**src/rtl/rx_frame_buffer.sv**
```systemverilog
// rx_frame_buffer: first-word-fall-through FIFO behind the frame receiver.
// Each one-cycle frameReady pulse is captured into the FIFO, and the words are
// presented to the consumer over a valid/ready handshake. A frame that arrives
// while the FIFO is full, with no pop in the same cycle, is dropped. The drop
// sets a sticky overflow flag and bumps a saturating drop counter, so the
// serial link is never stalled.
module rx_frame_buffer #(
  parameter int unsigned WIDTH      = 16,
  parameter int unsigned DEPTH_LOG2 = 3
) (
  input  logic                  clock,
  input  logic                  reset_n,
  input  logic [WIDTH-1:0]      frameData,
  input  logic                  frameReady,
  output logic [WIDTH-1:0]      outData,
  output logic                  outValid,
  input  logic                  outReady,
  output logic [DEPTH_LOG2:0]   count,
  output logic                  overflow,
  input  logic                  clearOverflow,
  output logic [7:0]            droppedCount
);

  localparam int unsigned           DEPTH      = 1 << DEPTH_LOG2;
  localparam logic [DEPTH_LOG2:0]   FULL_COUNT = (DEPTH_LOG2 + 1)'(DEPTH);

  logic [WIDTH-1:0]      mem [DEPTH];
  logic [DEPTH_LOG2-1:0] wrPtr;
  logic [DEPTH_LOG2-1:0] rdPtr;
  logic                  full;
  logic                  push;
  logic                  pop;
  logic                  drop;

  // A pop frees a slot in the same cycle, so a full FIFO still accepts a frame
  // when the consumer is reading.
  always_comb begin
    full = (count == FULL_COUNT);
    pop  = outValid && outReady;
    push = frameReady && (!full || pop);
    drop = frameReady && full && !pop;
  end

  assign outValid = (count != '0);
  assign outData  = mem[rdPtr];

  // Payload storage is deliberately left without a reset.
  always_ff @(posedge clock) begin
    if (push) begin
      mem[wrPtr] <= frameData;
    end
  end

  // Pointers and occupancy.
  always_ff @(posedge clock or negedge reset_n) begin
    if (!reset_n) begin
      wrPtr <= '0;
      rdPtr <= '0;
      count <= '0;
    end else begin
      if (push) begin
        wrPtr <= wrPtr + 1'b1;
      end
      if (pop) begin
        rdPtr <= rdPtr + 1'b1;
      end
      case ({push, pop})
        2'b10:   count <= count + 1'b1;
        2'b01:   count <= count - 1'b1;
        default: count <= count;
      endcase
    end
  end

  // Drop reporting: a drop in the same cycle as a clear takes precedence and
  // restarts the counter at one.
  always_ff @(posedge clock or negedge reset_n) begin
    if (!reset_n) begin
      overflow     <= 1'b0;
      droppedCount <= '0;
    end else if (drop) begin
      overflow <= 1'b1;
      if (clearOverflow) begin
        droppedCount <= 8'd1;
      end else if (droppedCount != 8'hFF) begin
        droppedCount <= droppedCount + 8'd1;
      end
    end else if (clearOverflow) begin
      overflow     <= 1'b0;
      droppedCount <= '0;
    end
  end

endmodule
```
**config.mk**
```make
export PLATFORM = sky130hd
export DESIGN_NAME = rx_frame_buffer
export DESIGN_NICKNAME = d
export VERILOG_FILES = /design/src/rtl/rx_frame_buffer.sv
export SDC_FILE = /design/constraint.sdc
export NUM_CORES = 1
export LEC_CHECK = 0
export ABC_AREA = 1
export CORE_MARGIN = 1.5
export CORE_UTILIZATION = 30
export DETAILED_ROUTE_END_ITERATION = 10
export PLACE_DENSITY_LB_ADDON = 0.2
export SLEW_MARGIN = 15
export SYNTH_ARGS = -nofsm -noshare
export SYNTH_HDL_FRONTEND = slang
export SYNTH_SLANG_ARGS = --single-unit
```
**constraint.sdc**
```tcl
create_clock -name clock -period 2 [get_ports clock]
set_input_delay 0.4 -clock clock [delete_from_list [all_inputs] [get_ports clock]]
set_output_delay 0.4 -clock clock [all_outputs]
set_load 0.02 [all_outputs]
```
==> impl_results.md, run 1 <==
- Outcome: complete, but fails checks
- Failing checks: negative setup slack
- Most common cell in the netlist: edfxtp_1
- Setup Skew: 0.0105 ns
- Skew-Pair Late Insertion Delay: 0.42 ns
- Worst-path cell chain: buf_12 -> clkbuf_16 -> nor2_2 -> nor2_1 -> o21ai_1 -> o21ai_1 -> nand2_1 -> nand2_1 -> buf_4
- # DRC: 0
- Synth-to-Final Area Change: 34.7%
- Final Power: 12600 µW
- Fillers: 1912
- Max stage delay on crit path: ~0.45 ns
- Fin crit period: 2.16 ns
- Sequential cell area fraction in the yosys report: 0.698
- Power per cell area: 1510 nW/µm²
- Startpoint Class: flip-flop
- Share of cells above drive strength 1: 0.255
- Root Buffer: clkbuf_16
- Slew Limit Headroom: 0.727
- Multi-input gate area: around 1900 µm²
- GR Overflow Total: 0
- Post-Syn Instances: 548
- Clock Pin Slew Worst Setup and Hold Paths: 0.06 ns
- Vias: roughly 4300
- # IOs: between 50 and 60
- Longest Clk Path Bufs: 2
- Vias in the first global route: 4371
- GP Congestion: 0.821
- Detailed placement HPWL: 8850 µm
- Fmax achieved: 462 MHz
- CP arrival: 1.76 ns
- Crit-path slowest cell: dfrtp_2
- FF+latch count, synth: 147
- Maxcap violations: 0
- Slew Limit Fails: 0
- Yosys top cell area share: 0.621
- Dpl ws: -0.275 ns
- Port Buf Inserts: 50
- Req. time, crit path: 1.60 ns
- Final #Nets: 670
- Total wire length: 15000 µm
- Largest net degree at the start of global routing: 40
- P_leak: 0.00310 µW
- Yosys top cell by area: edfxtp_1
- Async set or reset register ratio after synthesis: 0.129
- Htree depth: 4
- Final Hold Vio Count: 0
- Worst hold path class: primary input to async pin
- WL per Instance: 16.2 µm
- Mean Syn Cell Area: 11.3 µm²
- Die Area: 21500 µm²
- Avg Vias per Cell: between 4 and 5
- Gr usage total: 0.148
- Setup CP Type: flip-flop to primary output
- Worst Path Buf+Inv: 3
- Worst setup EP type: primary output
- Peak VDD IR: about 0.00064 V
- Die H: 147 µm
- Routed Antenna Nets: 0
- Top cells by count, synth: edfxtp_1, nor2_1, nand2_1
- Final Util: 0.412
- Drt first pass iters: 4
- Fin crit share: 1.08
- Synth Net Count: 575
- Final setup margin: -0.165 ns
- CTS sink cnt: 147
- Global-route wire length before repair: approximately 24000 µm
- Sequential cell area: 4320 µm²
- CTS tree: yes
- Initial Util: 0.306
- CTS Buf Count: 17
- Peak fanout along the critical path: 6
- Number of flops mapped to enable cells by yosys: 128
- Rows: 52
- Top cells by area, synth: edfxtp_1, dfrtp_1, nor2_1
- Hold Slack: 0.322 ns
- Post-synthesis cell type count: 33
- Chip width: 147 µm
- FF-to-FF setup slack: 0.12 ns
- Synth Flop Type: edfxtp_1
- YS warnings: 0
- Slew @ Worst Pin: 0.409 ns
- Final setup fails: 16
- Core Area: about 20000 µm²
- Initial antenna violation count: 1
- Syn Std Cell Area: 6190 µm²
- RSZ-0062 raised after global routing: true
- Initial DRC Count: 253
- Crit path max-delay family: buffers and inverters
==> final timing paths <==
kind | cells after the start | endpoint | start
max | 9 | outData[3] | rdPtr[0]
min | 2 | droppedCount[6] | reset_n
max reg2reg | 11 | count[2] | count[0]
min reg2reg | 2 | overflow | overflow
max in group asynchronous | 2 | rdPtr[0] | reset_n
min in group clock | 2 | overflow | overflow
==> layer usage <==
| layer | vias up | global-route usage | routed length [µm] |
|---|---|---|---|
| met4 | 0 | 0.0530 | 148 |
| met2 | 86 | 0.247 | 7500 |
| met1 | 2103 | 0.186 | 6670 |
| met5 | - | 0 | 0 |
| met3 | 12 | 0.0359 | 659 |
| li1 | 2083 | - | - |
==> cells by family (layout without fill, tap and decap cells) <==
family	Yosys count	after routing	synth area share
AND/OR/NAND/NOR	238	238	0.159
flip-flops	147	147	0.698
AO/OA/AOI/OAI	107	107	0.0877
buffers and inverters	45	151	0.0362
adder cells (fa/ha/maj)	6	6	0.0121
XOR/XNOR	5	5	0.00707
other	0	1	0
==> stage by stage <==
stage	cells	instance area [µm²]	TNS (ns)
2_1_floorplan	548	6210	-5.62
3_3_place_gp	886	7320	-12.69
3_5_place_dp	886	7320	-17.32
4_1_cts	922	8100	-2.53
5_1_grt	924	8340	-3.84
6_report	925	8340	-2.17
==> power by group <==
part | total [µW] | switching [µW] | internal (µW)
Combinational | 5460 | 3080 | 2380
Clock | 3110 | 1170 | 1940
Sequential | 4020 | 220 | 3800
Total | 12600 | 4470 | 8120
==> repair_timing <==
item	4_1_cts	5_1_grt
setup endpoints to repair	18	18
buffers inserted	2	2
hold buffers	0	0
resized for setup	144	86
gates cloned	4	2
pin swaps	0	24
==> worst register-to-register path: cells and delay by family, from the launching register on <==
| kind | cells | cell delay [ns] |
|---|---|---|
| AO/OA/AOI/OAI | 2 | 0.25 |
| AND/OR/NAND/NOR | 6 | 0.63 |
| buffers and inverters | 1 | 0.08 |
| adder cells (fa/ha/maj) | 2 | 0.39 |
| flip-flops | 1 | 0.41 |
==> sequential cells by signal (all words and copies together), names as in the netlist <==
signal	count
count	4
droppedCount	8
mem	128
overflow	1
rdPtr	3
wrPtr	3
==> area by class of cell <==
type / instances / area share
flip-flops and latches: 147 / 0.518
multi-input cells: 356 / 0.226
repair buffers: 101 / 0.137
clock buffers: 20 / 0.0524
well taps: 270 / 0.0405
clock inverters: 10 / 0.0164
inverters: 20 / 0.00930
diodes: 1 / 0.000300
==> cell usage in the layout, fill, tap and decap left out, drive strengths merged <==
cell and n:
xor2 3, nand3b 2, inv 19, diode 1, o21ai 100, edfxtp 128, bufinv 3, nand4 2
dlygate4sd2 2, a21oi 5, bufbuf 1, dlymetal6s2s 2, nand3 18, or2 3, nor2 121, buf 64
clkinv 5, nand2 92, a31oi 1, dfrtp 19, ha 6, xnor2 2, clkbuf 22, clkinvlp 3
clkdlybuf4s50 30, o21bai 1
Power figures use the tool's default switching activity.
==> run 2, diff against run 1 <==
CORE_UTILIZATION = 52   (was 30)
==> run 2 against run 1 <==
  * The run ends with design-rule violations, negative setup slack left
  * Final area shrank 2.2%
  * Core utilization grew 30 points
  * Sequential share of layout area grew 1.2 points
  * Register-to-register slack lost 0.02 ns
  * Largest power group unchanged
  * Hold slack gained 0.0057 ns
  * Cell count shrank 14%
  * Sequential power is essentially flat
  * Fmax shrank 2.8%
  * Sequential cell count is the same
==> impl_results.md, run 2 (synthesized netlist as in run 1, its figures left out) <==
- Outcome: complete, but fails checks
- Failing checks: design-rule violations, negative setup slack
- Skew-Pair Late Insertion Delay: about 0.4 ns
- # DRC: 6
- Htree depth: 4
- CTS Buf Count: 17
- Fmax achieved: 449 MHz
- Total wire length: 13900 µm
- Core Area: 11500 µm²
- Drt first pass iters: 8
- Peak VDD IR: 0.000948 V
- Detailed placement HPWL: 7480 µm
- Worst hold path class: primary input to async pin
- Worst-path cell chain: buf_6 -> buf_16 -> nor2_4 -> nor2_2 -> o21ai_1 -> o21ai_1 -> nand2_1 -> nand2_2 -> buf_6
- Biggest regs: mem (128), droppedCount (8), count (4)
- Crit-path slowest cell: dfrtp_2
- # IOs: 51
- Startpoint Class: flip-flop
- Req. time, crit path: 1.60 ns
- Root Buffer: clkbuf_16
- Final #Nets: 666
- Final setup fails: 16
- Synth-to-Final Area Change: 31.7%
- Post-CTS Hold Fix Bufs: 0
- Most frequent standard cell in the layout excluding fill and tap cells: edfxtp_1
- Fillers: between 700 and 800
- Max FFs per register: 128
- Dpl ws: -0.257 ns
- Vias in the first global route: 4249
- Avg Vias per Cell: 5.48
- Global-route wire length before repair: 22500 µm
- Worst Path Buf+Inv: 3
- CTS tree: yes
- Gr usage total: 0.236
- Initial antenna violation count: 0
- Longest Clk Path Bufs: 2
- Max stage delay on crit path: 0.53 ns
- RSZ-0062 raised after global routing: true
- Final setup margin: -0.228 ns
- GP Congestion: roughly 0.76
- Setup Skew: 0.00568 ns
- Rows: 39
- Crit path max-delay family: flip-flops
- Power per cell area: 1540 nW/µm²
- Slew Limit Fails: 0
- Initial Util: 0.538
- Setup CP Type: flip-flop to primary output
- Port Buf Inserts: 50
- Most frequent cells in the layout: edfxtp_1, nor2_1, nand2_1
- Share of cells above drive strength 1: 0.233
- Reg with most FFs: mem
- Routed Antenna Nets: 0
- Clock Pin Slew Worst Setup and Hold Paths: roughly 0.060 ns
- Maxcap violations: 0
- Diode count: 0
- P_leak: 0.00308 µW
- Worst setup EP type: primary output
- GR Overflow Total: 0
- Final Hold Vio Count: 0
- Chip width: ~110 µm
- Slew Limit Headroom: 0.754
- Post-DP Area: 7130 µm²
- Fin crit share: 1.11
- CTS sink cnt: around 150
- Largest net degree at the start of global routing: 49
- Finished Cell Area: between 8000 and 9000 µm²
- Slew @ Worst Pin: 0.368 ns
- Die Area: 12600 µm²
- WL per Instance: about 17 µm
- Initial DRC Count: roughly 400
- Vias: around 4400
- CP arrival: 1.83 ns
- Fin crit period: 2.23 ns
- Peak fanout along the critical path: 7
- Die H: 112 µm
==> run 2: worst paths after layout <==
| kind | slack (ns) | to | depth (start not counted) | from |
|---|---|---|---|---|
| min in group clock | 0.48 | overflow | 2 | overflow |
| worst min register to register | 0.48 | overflow | 2 | overflow |
| max in group asynchronous | 1.44 | rdPtr[0] | 2 | reset_n |
| worst min-delay path | 0.33 | droppedCount[1] | 2 | reset_n |
| worst max-delay path | -0.23 | outData[9] | 9 | rdPtr[0] |
| worst max register to register | 0.10 | count[2] | 12 | count[0] |
==> run 2: routing by layer <==
layer | global-route usage | vias to the layer above | wire (µm)
met5 | 0 | - | 0
met4 | 0.0869 | 0 | 269
met3 | 0.0427 | 20 | 817
met2 | 0.382 | 139 | 6750
met1 | 0.325 | 2115 | 6030
li1 | - | 2082 | -
==> run 2: final cells by class <==
cell class | instances | area, µm² | area share
multi-input combinational | 356 | 1820 | 0.223
timing repair buffer | 97 | 1190 | 0.146
clock buffer | 17 | 425 | 0.0522
clock inverter | 15 | 141 | 0.0173
sequential | 147 | 4320 | 0.530
tap | 143 | 179 | 0.0219
inverter | 20 | 77.6 | 0.00951
==> run 2: power by group <==
part           total [µW]  internal, µW  leakage (µW)  switching, µW
clock network        3010          1820      0.000264           1200
registers            4030          3800       0.00140            229
logic                5500          2450       0.00141           3050
total               12500          8060       0.00308           4480
==> run 2: worst register-to-register path: stages (launching register included) <==
cell     delay (ns)
dfrtp_1        0.41
nor2_4         0.17
nand3_2        0.10
nand2_2        0.10
inv_2          0.05
ha_4           0.16
nand2_1        0.05
inv_1          0.05
nor2_2         0.14
ha_2           0.18
a21oi_1        0.04
or2_0          0.21
a31oi_1        0.16
==> run 2: per-stage QoR <==
step / TNS, ns / power, µW / utilization / cells / hold slack, ns
floorplan: -5.62 / 6620 / - / 548 / 0.104
finish: -2.72 / 12500 / 0.708 / 795 / 0.327
global placement: -7.64 / 8230 / 0.619 / 748 / 0.464
global route: -4.45 / 13300 / 0.708 / 795 / 0.350
CTS: -2.84 / 12300 / 0.696 / 791 / 0.326
detailed placement: -11.76 / 8370 / 0.619 / 748 / 0.472
==> run 2: repair_timing <==
item,4_1_cts,5_1_grt
resized for setup,175,41
pin swaps,13,22
hold endpoints to repair,0,0
gates cloned,6,1
setup buffers,5,4
setup endpoints to repair,17,18
